`src/rtl/key_recognition_multi.sv`:
```
// key_recognition_multi
//   Multi-channel key recogniser for a bank of raw active-low push-buttons.
//   Each channel is synchronised, debounced, and tracked for press, long
//   press, auto-repeat and release. Every flag is a registered 1-cycle pulse.
//
// Parameters
//   N_KEYS        number of independent key channels
//   DEBOUNCE      consecutive stable samples to accept a press or a release
//   LONG_PRESS    held cycles after flag_press before flag_long
//   REPEAT_PERIOD cycles between successive flag_repeat pulses
//   REPEAT_EN     1 = auto-repeat after a long press, 0 = never repeat
//
// Ports
//   clk          system clock
//   rst          synchronous active-high reset
//   key_N        raw asynchronous keys, 0 = pressed
//   key_level    debounced key state, 1 = pressed
//   flag_press   pulse on accepted press
//   flag_long    pulse when the long-press threshold is reached
//   flag_repeat  pulse per repeat period after a long press
//   flag_release pulse on accepted release
module key_recognition_multi #(
  parameter int N_KEYS        = 4,
  parameter int DEBOUNCE      = 20,
  parameter int LONG_PRESS    = 1000,
  parameter int REPEAT_PERIOD = 200,
  parameter int REPEAT_EN     = 1
) (
  input  logic              clk,
  input  logic              rst,
  input  logic [N_KEYS-1:0] key_N,
  output logic [N_KEYS-1:0] key_level,
  output logic [N_KEYS-1:0] flag_press,
  output logic [N_KEYS-1:0] flag_long,
  output logic [N_KEYS-1:0] flag_repeat,
  output logic [N_KEYS-1:0] flag_release
);

  localparam int HOLD_MAX = (LONG_PRESS > REPEAT_PERIOD) ? LONG_PRESS : REPEAT_PERIOD;
  localparam int DW       = $clog2(DEBOUNCE + 1);
  localparam int HW       = $clog2(HOLD_MAX + 1);

  localparam logic [DW-1:0] DB_LAST   = DW'(DEBOUNCE - 1);
  localparam logic [HW-1:0] LONG_LAST = HW'(LONG_PRESS - 1);
  localparam logic [HW-1:0] REP_LAST  = HW'(REPEAT_PERIOD - 1);
  localparam logic          REPEAT_ON = (REPEAT_EN != 0);

  typedef enum logic [1:0] {
    IDLE,
    PRESS_DB,
    HELD,
    REL_DB
  } state_t;

  for (genvar i = 0; i < N_KEYS; i++) begin : g_key
    logic          sync1, sync2, k;
    state_t        state_q, state_d;
    logic [DW-1:0] db_q, db_d;
    logic [HW-1:0] hold_q, hold_d;
    logic          long_done_q, long_done_d;
    logic          level_q, level_d;
    logic          press_q, press_d;
    logic          long_q, long_d;
    logic          rep_q, rep_d;
    logic          rel_q, rel_d;

    // Synchroniser resets to "released" so a held key after reset is seen
    // as a fresh press.
    always_ff @(posedge clk) begin
      if (rst) begin
        sync1 <= 1'b1;
        sync2 <= 1'b1;
      end else begin
        sync1 <= key_N[i];
        sync2 <= sync1;
      end
    end

    assign k = ~sync2;

    always_ff @(posedge clk) begin
      if (rst) begin
        state_q     <= IDLE;
        db_q        <= '0;
        hold_q      <= '0;
        long_done_q <= 1'b0;
        level_q     <= 1'b0;
        press_q     <= 1'b0;
        long_q      <= 1'b0;
        rep_q       <= 1'b0;
        rel_q       <= 1'b0;
      end else begin
        state_q     <= state_d;
        db_q        <= db_d;
        hold_q      <= hold_d;
        long_done_q <= long_done_d;
        level_q     <= level_d;
        press_q     <= press_d;
        long_q      <= long_d;
        rep_q       <= rep_d;
        rel_q       <= rel_d;
      end
    end

    always_comb begin
      state_d     = state_q;
      db_d        = db_q;
      hold_d      = hold_q;
      long_done_d = long_done_q;
      level_d     = level_q;
      press_d     = 1'b0;
      long_d      = 1'b0;
      rep_d       = 1'b0;
      rel_d       = 1'b0;

      case (state_q)
        IDLE: begin
          if (k) begin
            state_d = PRESS_DB;
            db_d    = DW'(1);
          end
        end

        PRESS_DB: begin
          if (!k) begin
            state_d = IDLE;
            db_d    = '0;
          end else if (db_q >= DB_LAST) begin
            // >= so that DEBOUNCE=1 still spends exactly one sample here
            state_d     = HELD;
            db_d        = '0;
            press_d     = 1'b1;
            level_d     = 1'b1;
            hold_d      = '0;
            long_done_d = 1'b0;
          end else begin
            db_d = db_q + 1'b1;
          end
        end

        HELD: begin
          if (k) begin
            // hold_q counts completed held cycles; the flag fires on the
            // edge where the incremented count would reach the threshold.
            if (!long_done_q) begin
              if (hold_q >= LONG_LAST) begin
                long_d      = 1'b1;
                long_done_d = 1'b1;
                hold_d      = '0;
              end else begin
                hold_d = hold_q + 1'b1;
              end
            end else if (REPEAT_ON) begin
              if (hold_q >= REP_LAST) begin
                rep_d  = 1'b1;
                hold_d = '0;
              end else begin
                hold_d = hold_q + 1'b1;
              end
            end else begin
              hold_d = '0;
            end
          end else begin
            state_d = REL_DB;
            db_d    = DW'(1);
          end
        end

        REL_DB: begin
          if (k) begin
            // bounce: resume holding with hold progress preserved
            state_d = HELD;
            db_d    = '0;
          end else if (db_q >= DB_LAST) begin
            state_d = IDLE;
            db_d    = '0;
            rel_d   = 1'b1;
            level_d = 1'b0;
          end else begin
            db_d = db_q + 1'b1;
          end
        end

        default: state_d = IDLE;
      endcase
    end

    assign key_level[i]    = level_q;
    assign flag_press[i]   = press_q;
    assign flag_long[i]    = long_q;
    assign flag_repeat[i]  = rep_q;
    assign flag_release[i] = rel_q;
  end

endmodule

```
`config.mk`:
```
export PLATFORM = sky130hd
export DESIGN_NAME = key_recognition_multi
export DESIGN_NICKNAME = d
export VERILOG_FILES = /design/src/rtl/key_recognition_multi.sv
export SDC_FILE = /design/constraint.sdc
export NUM_CORES = 1
export LEC_CHECK = 0
export CAP_MARGIN = 10
export CORE_UTILIZATION = 30
export CTS_CLUSTER_DIAMETER = 40
export DETAILED_ROUTE_END_ITERATION = 6
export PLACE_DENSITY_LB_ADDON = 0.15
export SLEW_MARGIN = 20
export SYNTH_ARGS = -nofsm -noshare
export SYNTH_HDL_FRONTEND = slang
export SYNTH_SLANG_ARGS = --single-unit
```
`constraint.sdc`:
```
create_clock -name clk -period 7.3 [get_ports clk]
set_input_delay 0.73 -clock clk [delete_from_list [all_inputs] [get_ports clk]]
set_output_delay 0.73 -clock clk [all_outputs]
set_load 0.03 [all_outputs]
```
==> impl_metrics.json, run 1 <==
{
  "run_status": "finished clean",
  "grt_pass1_wl_um": 17200,
  "clk_latency_ns": 0.35,
  "reg2regPathDepth": 6,
  "worstHoldStart": "g_key[1].sync1",
  "ys_async_sr_fraction_pct": 0,
  "critical_path_arrival_ns": 2.80,
  "pwr-share-seq_pct": 51.5,
  "cp_max_fo": 8,
  "cpMaxStageDelayCell": "or4_1",
  "p_comb_share_pct": 3.5,
  "die_x_um": 127,
  "grt_use_total_pct": 13.0,
  "cpMostUsedCell": "or4_1",
  "path_buf_inv": 0,
  "hold_buffers": 0,
  "cts_tree": "built",
  "rows": 45,
  "cts.sinks": 100,
  "netSwitchingFraction_pct": 22.0,
  "fillers": 1595,
  "portBuffers": 25,
  "syn_inst": 555,
  "post-cts-setup-buffers": 0,
  "drc_errors": 0,
  "vias": 3904,
  "rsz0062_at_grt": "false",
  "max_slew.worst_pin.slew_ns": 1.00,
  "net-switching-power_w": 0.000241,
  "path_clk_slew_ns": 0.07,
  "required_ns": 7.57,
  "area_delta_synth_final_pct": 12.5,
  "die_h_um": 127,
  "final_cell_mix": "dfxtp_1, nor2_1, nand2_1",
  "skew_ns": 0.0110,
  "gr-total-overflow": 0,
  "final-max-slew-violation-count": 0,
  "crit_type": "reg2reg",
  "avgSynthCellArea_um2": 8.49,
  "period_share_pct": 34.6,
  "drt-pass1-iter-count": 4,
  "maxCapViolCount": 0,
  "drt-vias-per-instance": 5.11,
  "path_cells": "ha_1, a2111oi_2, nor3b_1, or4_1, or4_1, a31oi_1",
  "hold_depth": 1,
  "first_global_vias": 3626,
  "initialDrtViolationCount": 267,
  "final-hold-violation-count": 0,
  "antenna_found_initial": 0,
  "cts_buffers": 9,
  "syn_nets": 569,
  "whs_endpoint": "g_key[1].sync2",
  "p_clk_share_pct": 45.0,
  "setup_viol": 0,
  "synthFlopType": "dfxtp_1",
  "yosysSeqAreaShare_pct": 42.5,
  "critPathCaptureType": "flip-flop",
  "ant_nets": 0,
  "vdd_ir_drop_max_mv": 0.106,
  "fin_crit_ns": 2.53,
  "ys_ff_latch": 100,
  "hold_class": "reg2reg",
  "cellPowerDensity_nw_per_um2": 206,
  "pin_count": 26,
  "clk_path_buf_depth": 2,
  "p_int_w": 0.000852,
  "grt_max_degree": 42,
  "drt_wl_total_um": 9970,
  "fin_nets": 563,
  "root_buffer": "clkbuf_16",
  "cts-resized-gates": 0,
  "r2r_slack_ns": 4.77,
  "synth_cell_types": 59,
  "synth-edff-count": 0,
  "wl_per_cell_um": 13.1,
  "initial_utilization_pct": 30.9,
  "antennaDiodeCount": 0,
  "final_layout_size_suffix_gt1_share_pct": 6.69,
  "rr_startpoint": "g_key[0].hold_q[0]",
  "r2r-end": "g_key[0].hold_q[6]",
  "leakagePower_nw": 1.94,
  "start_kind": "flip-flop",
  "yosys_warnings": 0,
  "critical-path-max-stage-delay_ns": 0.64,
  "final_core_util_pct": 34.8,
  "critical-path-top-delay-family": "simple AND/OR/NAND/NOR gates",
  "max-slew-margin-rel_pct": 32.8,
  "synth_area_um2": 4710,
  "tns_ns": 0,
  "htree_levels": 3,
  "core_area_um2": 15300,
  "hpwl_um": 6750,
  "final_common_cell": "dfxtp_1",
  "max_freq_mhz": 396,
  "die_area_um2": 16200,
  "gp_congestion": 0.764
}
## logic make-up after synthesis
kind of cell / synth area share, %
compound gates: 21.1
xor+xnor: 2.23
fa+ha+maj: 2.12
buf+inv: 6.40
flops: 42.5
mux: 0.478
simple gates: 25.2
## area by class of cell
cell class	instances	area [um2]	area share (%)
clock buffers	12	256	4.84
clock inverters	3	46.3	0.873
inverters	17	63.8	1.20
multi-input cells	395	2420	45.6
flip-flops and latches	100	2000	37.8
well taps	211	264	4.98
repair buffers	26	253	4.77
## registers in the layout, indices dropped and copies added, names as in the netlist, named ones only
| register | count |
|---|---|
| g_key.level_q | 4 |
| g_key.long_done_q | 4 |
| g_key.db_q | 20 |
| g_key.rel_q | 4 |
| g_key.sync2 | 4 |
| g_key.state_q | 4 |
| g_key.hold_q | 40 |
| g_key.rep_q | 4 |
| g_key.long_q | 4 |
| g_key.press_q | 4 |
| g_key.sync1 | 4 |
## Yosys cell counts, types with 4 or more instances
cell type	n	area (um2)
a311oi_1	4	35.0
xnor2_1	9	78.8
and3_1	14	87.6
or3_1	6	37.5
a2bb2oi_1	4	35.0
a41oi_1	5	43.8
clkbuf_1	21	78.8
buf_4	20	150
nor2_1	52	195
nand3b_1	8	60.1
nand4_1	4	25.0
o21ai_0	28	140
a21oi_1	27	135
nand2b_1	9	56.3
nand2_1	44	165
inv_1	17	63.8
dfxtp_1	100	2000
o32ai_1	4	35.0
nor3b_1	13	97.6
a211oi_1	5	37.5
a21o_1	5	37.5
a31oi_1	26	163
nor4_1	8	50.1
nand3_1	30	150
or2_2	14	87.6
ha_1	8	100
o211a_1	4	40.0
nor3_1	13	65.1
## per-layer routing
metal | wire [um] | vias to the layer above | GRT usage, %
met2 | 4570 | 50 | 19.9
met4 | 116 | 0 | 7.56
li1 | - | 2013 | -
met3 | 223 | 8 | 2.43
met5 | 0 | - | 0
met1 | 5060 | 1833 | 17.2
## worst max path at each step
stage	start	endpoint	slack (ns)	depth (start not counted)
after CTS	g_key[3].hold_q[0]	g_key[3].hold_q[8]	4.71	6
after floorplan	g_key[0].hold_q[0]	g_key[0].hold_q[5]	4.96	7
after global placement	rst	g_key[3].hold_q[8]	4.50	5
after global routing	g_key[0].hold_q[0]	g_key[0].hold_q[6]	4.64	6
final	g_key[0].hold_q[0]	g_key[0].hold_q[6]	4.77	6
after detailed placement	rst	g_key[2].hold_q[4]	4.44	6
## power by group through the flow
stage               logic (W)  registers [W]  clock network (W)
CTS                 0.0000390       0.000562           0.000512
floorplan           0.0000322       0.000570                  0
global route        0.0000427       0.000563           0.000531
finish              0.0000384       0.000562           0.000492
detailed placement  0.0000388       0.000575                  0
global placement    0.0000382       0.000575                  0
## stage by stage
stage | cells | hold slack (ns) | worst slack, ns | power, W | area, um2
after global placement | 749 | 0.396 | 4.50 | 0.000613 | 4990
after CTS | 764 | 0.419 | 4.71 | 0.00111 | 5300
after detailed placement | 749 | 0.398 | 4.44 | 0.000614 | 4990
after floorplan | 555 | 0.389 | 4.96 | 0.000602 | 4710
after global routing | 764 | 0.431 | 4.64 | 0.00114 | 5300
final | 764 | 0.415 | 4.77 | 0.00109 | 5300
(Power assumes the default switching activity.)
==> inputs of run 2 (changes only) <==
clock period = 2.4 ns   (was 7.3 ns; I/O delays follow)
==> run 2 against run 1 <==
  * Sequential cell count unchanged
  * Count of clock-buffer cells in the layout up 2
  * Core utilization up 1.3 points
  * Via count up 2.2%
  * Clock power rose to 2.9 times the previous value
  * Worst setup slack worse by 4.7 ns
  * Register-to-register slack worse by 4.7 ns
  * Hold slack worse by 0.18 ns
  * Clock skew down 0.0059 ns
  * Cell count up 3.1%
  * Critical path depth up 1
  * Largest cell class unchanged
==> impl_metrics.json, run 2 (synthesized netlist as in run 1, its figures left out) <==
{
  "run_status": "finished clean",
  "fin_nets": 587,
  "wl_per_cell_um": 13.0,
  "fin_crit_ns": 2.30,
  "tns_ns": 0,
  "post_dp_cell_area_um2": 5180,
  "cp_max_fo": 4,
  "grt_pass1_wl_um": 17700,
  "grt_use_total_pct": 13.5,
  "cts_buffers": 9,
  "pwr-share-seq_pct": 52.7,
  "drt_wl_total_um": 10200,
  "final_cell_mix": "dfxtp_1, nor2_1, nand2_1",
  "r2r_slack_ns": 0.10,
  "gp_congestion": 0.759,
  "max-slew-margin-rel_pct": 60.8,
  "start_kind": "flip-flop",
  "required_ns": 2.67,
  "critical-path-top-delay-family": "simple AND/OR/NAND/NOR gates",
  "p_int_w": 0.00254,
  "netSwitchingFraction_pct": 21.5,
  "setup_viol": 0,
  "pin_count": 26,
  "first_global_vias": 3750,
  "worstHoldStart": "rst",
  "layout_setup_ws_ns": 0.102,
  "critical_path_arrival_ns": 2.57,
  "place_ws_ns": -0.0390,
  "max_freq_mhz": 435,
  "htree_levels": 3,
  "drt-pass1-iter-count": 4,
  "die_x_um": 127,
  "final_common_cell": "dfxtp_1",
  "net-switching-power_w": 0.000698,
  "post-cts-setup-buffers": 0,
  "vias": 3991,
  "vdd_ir_drop_max_mv": 0.357,
  "reg2regPathDepth": 7,
  "initial_utilization_pct": 30.9,
  "core_area_um2": 15300,
  "leakagePower_nw": 2.07,
  "ant_nets": 0,
  "cellPowerDensity_nw_per_um2": 590,
  "grt_max_degree": 33,
  "final_layout_size_suffix_gt1_share_pct": 10.9,
  "period_share_pct": 95.8,
  "die_area_um2": 16200,
  "die_h_um": 127,
  "p_comb_share_pct": 3.9,
  "final-hold-violation-count": 0,
  "hold_class": "in2reg",
  "r2r-end": "g_key[0].hold_q[2]",
  "largest_register_ff_count": 40,
  "cts_tree": "built",
  "path_cells": "ha_2, a211o_1, and3_1, or4_4, buf_4, or3b_1, a31oi_1",
  "final-max-slew-violation-count": 0,
  "antennaDiodeCount": 0,
  "clk_path_buf_depth": 2,
  "multi_input_area_um2": 2430,
  "path_buf_inv": 1,
  "seq_area_um2": 2000,
  "area_delta_synth_final_pct": 16.6,
  "portBuffers": 25,
  "hold_depth": 2,
  "drc_errors": 0,
  "gr-total-overflow": 0,
  "path_clk_slew_ns": 0.07,
  "critical-path-max-stage-delay_ns": 0.54,
  "rsz0062_at_grt": "false",
  "whs_endpoint": "g_key[1].level_q",
  "rows": 45,
  "clk_latency_ns": 0.34,
  "max_slew.worst_pin.slew_ns": 0.582,
  "critPathCaptureType": "flip-flop",
  "crit_type": "reg2reg",
  "cts.sinks": 100,
  "drt-vias-per-instance": 5.06,
  "top_register": "g_key.hold_q",
  "rr_startpoint": "g_key[0].hold_q[0]",
  "reg.largest.list": "g_key.hold_q: 40 flops, g_key.db_q: 20 flops",
  "maxCapViolCount": 0,
  "p_clk_share_pct": 43.4,
  "initialDrtViolationCount": 192,
  "hpwl_um": 7180,
  "antenna_found_initial": 0,
  "fin_area_um2": 5500,
  "fillers": 1572,
  "skew_ns": 0.00513,
  "root_buffer": "clkbuf_16",
  "cpMaxStageDelayCell": "or4_4"
}
-- run 2: how the worst max path moves through the flow --
stage,start,endpoint,cells past startpoint
after floorplan,g_key[0].hold_q[0],g_key[0].hold_q[5],7
after global placement,g_key[0].hold_q[0],g_key[0].hold_q[2],7
after detailed placement,g_key[0].hold_q[0],g_key[0].hold_q[2],7
after CTS,g_key[0].hold_q[0],g_key[0].hold_q[2],7
after global routing,g_key[1].hold_q[0],g_key[1].hold_q[7],6
final,g_key[0].hold_q[0],g_key[0].hold_q[2],7
-- run 2: cell type report --
| class | count | area share [%] |
|---|---|---|
| inverter | 17 | 1.16 |
| sequential | 100 | 36.4 |
| tap | 211 | 4.80 |
| clock buffer | 14 | 5.17 |
| multi-input combinational | 395 | 44.3 |
| timing repair buffer | 50 | 8.10 |
| clock inverter | 1 | 0.0910 |
-- run 2: metrics by stage --
step | total power (W) | cells | util (%) | hold slack, ns
floorplan | 0.00183 | 555 | - | 0.344
global placement | 0.00187 | 773 | 34.0 | 0.394
detailed placement | 0.00187 | 773 | 34.0 | 0.399
CTS | 0.00330 | 788 | 36.0 | 0.225
global route | 0.00338 | 788 | 36.0 | 0.240
finish | 0.00324 | 788 | 36.0 | 0.238
-- run 2: layer usage --
metal	wire length, um	vias to the layer above	track usage (%)
li1	-	2061	-
met1	5030	1885	16.9
met2	4760	38	22.3
met3	284	7	3.48
met4	140	0	4.90
met5	0	-	0
-- run 2: power by group through the flow --
stage / Combinational [W] / Sequential (W) / Clock (W)
5_1_grt: 0.000139 / 0.00171 / 0.00152
4_1_cts: 0.000128 / 0.00171 / 0.00147
6_report: 0.000126 / 0.00171 / 0.00141
3_5_place_dp: 0.000127 / 0.00175 / 0
3_3_place_gp: 0.000126 / 0.00175 / 0
2_1_floorplan: 0.0000979 / 0.00173 / 0
-- run 2: timing repair --
action	in CTS	in global routing
setup endpoints to repair	5	10
gates resized for setup	2	2
hold buffers	0	0
pin swaps	0	1
==> inputs of run 3 (changes only) <==
CELL_PAD_IN_SITES_DETAIL_PLACEMENT = 1   (was default)
CELL_PAD_IN_SITES_GLOBAL_PLACEMENT = 2   (was default)
==> run 3 against run 2 <==
  * Sequential power hardly changed
  * Maximum frequency is 0.44% higher
  * Routed wire length is 9.8% higher
  * Combinational power hardly changed
  * Sequential share of layout area is 0.083 points higher
  * Via count is 2.3% higher
  * Critical path type unchanged
  * Die area stayed put
==> impl_metrics.json, run 3 (synthesized netlist as in run 1, its figures left out) <==
{
  "run_status": "finished clean",
  "vdd_ir_drop_max_mv": 0.390,
  "pin_count": 26,
  "start_kind": "flip-flop",
  "cts_buffers": 9,
  "cp_max_fo": 7,
  "core_area_um2": 15300,
  "rr_startpoint": "g_key[0].hold_q[0]",
  "drc_errors": 0,
  "final_layout_size_suffix_gt1_share_pct": 10.9,
  "path_cells": "ha_2, a2111oi_4, nor3b_1, or4_4, or4_1, a31oi_1",
  "drt-vias-per-instance": 5.18,
  "r2r-end": "g_key[0].hold_q[6]",
  "rows": 45,
  "cellPowerDensity_nw_per_um2": 586,
  "drt_wl_total_um": 11200,
  "root_buffer": "clkbuf_16",
  "rsz0062_at_grt": "false",
  "first_global_vias": 4108,
  "cts_tree": "built",
  "antennaDiodeCount": 0,
  "die_area_um2": 16200,
  "die_x_um": 127,
  "crit_type": "reg2reg",
  "final_cell_mix": "dfxtp_1, nor2_1, nand2_1",
  "max_slew.worst_pin.slew_ns": 0.528,
  "required_ns": 2.67,
  "wl_per_cell_um": 14.2,
  "r2r_slack_ns": 0.11,
  "skew_ns": 0.00637,
  "drt-pass1-iter-count": 4,
  "critical-path-max-stage-delay_ns": 0.54,
  "gr-total-overflow": 0,
  "largest_register_ff_count": 40,
  "initial_utilization_pct": 30.9,
  "fin_nets": 588,
  "leakagePower_nw": 2.06,
  "max_freq_mhz": 437,
  "final_common_cell": "dfxtp_1",
  "cts.sinks": 100,
  "post-cts-setup-buffers": 0,
  "top_register": "g_key.hold_q",
  "ant_nets": 0,
  "cpMaxStageDelayCell": "or4_4",
  "clk_latency_ns": 0.35,
  "period_share_pct": 95.3,
  "area_delta_synth_final_pct": 16.4,
  "path_clk_slew_ns": 0.06,
  "final-hold-violation-count": 0,
  "clk_path_buf_depth": 2,
  "gp_congestion": 0.746,
  "whs_endpoint": "g_key[1].hold_q[9]",
  "die_h_um": 127,
  "hpwl_um": 8070,
  "worstHoldStart": "rst",
  "portBuffers": 25,
  "max-slew-margin-rel_pct": 64.8,
  "grt_use_total_pct": 15.2,
  "hold_class": "in2reg",
  "htree_levels": 3,
  "reg2regPathDepth": 6,
  "setup_viol": 0,
  "fin_hold_ws_ns": 0.338,
  "reg.largest.list": "g_key.hold_q: 40 flops, g_key.db_q: 20 flops",
  "fin_crit_ns": 2.29,
  "grt_max_degree": 38,
  "hold_depth": 3,
  "maxCapViolCount": 0,
  "antenna_found_initial": 0,
  "p_total_w": 0.00322,
  "grt_pass1_wl_um": 19900,
  "vias": 4081,
  "final-max-slew-violation-count": 0,
  "critPathCaptureType": "flip-flop",
  "initialDrtViolationCount": 160,
  "critical_path_arrival_ns": 2.56
}
[run 3: cell count changes in the layout (fill, tap and decap cells not counted)]
cell,previous run,this run
buf_4,24,26
buf_12,1,0
clkbuf_8,4,3
clkinv_2,1,0
clkinvlp_4,0,1
or4b_2,1,0
or4b_4,0,1
[run 3: how the worst max path moves through the flow]
stage	startpoint	to	slack [ns]	depth (start not counted)
global route	g_key[0].hold_q[0]	g_key[0].hold_q[6]	0.006	6
detailed placement	g_key[0].hold_q[0]	g_key[0].hold_q[6]	-0.12	6
CTS	g_key[0].hold_q[0]	g_key[0].hold_q[6]	0.05	6
global placement	g_key[0].hold_q[0]	g_key[0].hold_q[3]	-0.05	7
floorplan	g_key[0].hold_q[0]	g_key[0].hold_q[5]	0.06	7
finish	g_key[0].hold_q[0]	g_key[0].hold_q[6]	0.11	6
[run 3: critical path: cells and delay by family (launching register included)]
kind            cells  cell delay, ns
simple gates        3            1.15
compound gates      2            0.52
flops               1            0.31
fa+ha+maj           1            0.22
[run 3: per-stage QoR]
step,instances,instance area [um2],utilization [%],setup TNS [ns],setup slack (ns)
floorplan,555,4710,-,0,0.0553
global placement,774,5180,33.9,-0.136,-0.0548
detailed placement,774,5180,33.9,-0.303,-0.122
CTS,788,5480,35.9,0,0.0472
global route,788,5490,35.9,0,0.00598
finish,788,5490,35.9,0,0.112
[run 3: layout make-up]
cell class	count	area [um2]
Clock inverter	1	7.51
Multi-Input combinational cell	395	2440
Inverter	17	63.8
Timing Repair Buffer	51	440
Tap cell	211	264
Fill cell	1798	9770
Sequential cell	100	2000
Clock buffer	13	270
[run 3: timing repair]
action                                  in CTS  in global routing
endpoints found under the setup margin       6                  5
pin swaps                                    0                  2
hold buffers                                 0                  0
endpoints found under the hold margin        0                  0
gates resized for setup                      4                  1
[run 3: power breakdown]
group	switching [W]	internal (W)	leakage [nW]
clock network	0.000604	0.000777	0.134
logic	0.0000727	0.0000523	1.12
registers	0.0000283	0.00168	0.809
total	0.000705	0.00251	2.06
[run 3: per-layer routing]
layer,part of all wire [%],track usage [%],vias to the layer above
met3,2.1,3.48,11
li1,-,-,2060
met4,1.8,6.09,0
met5,0,0,-
met1,48,18.9,1983
met2,48,25.3,27
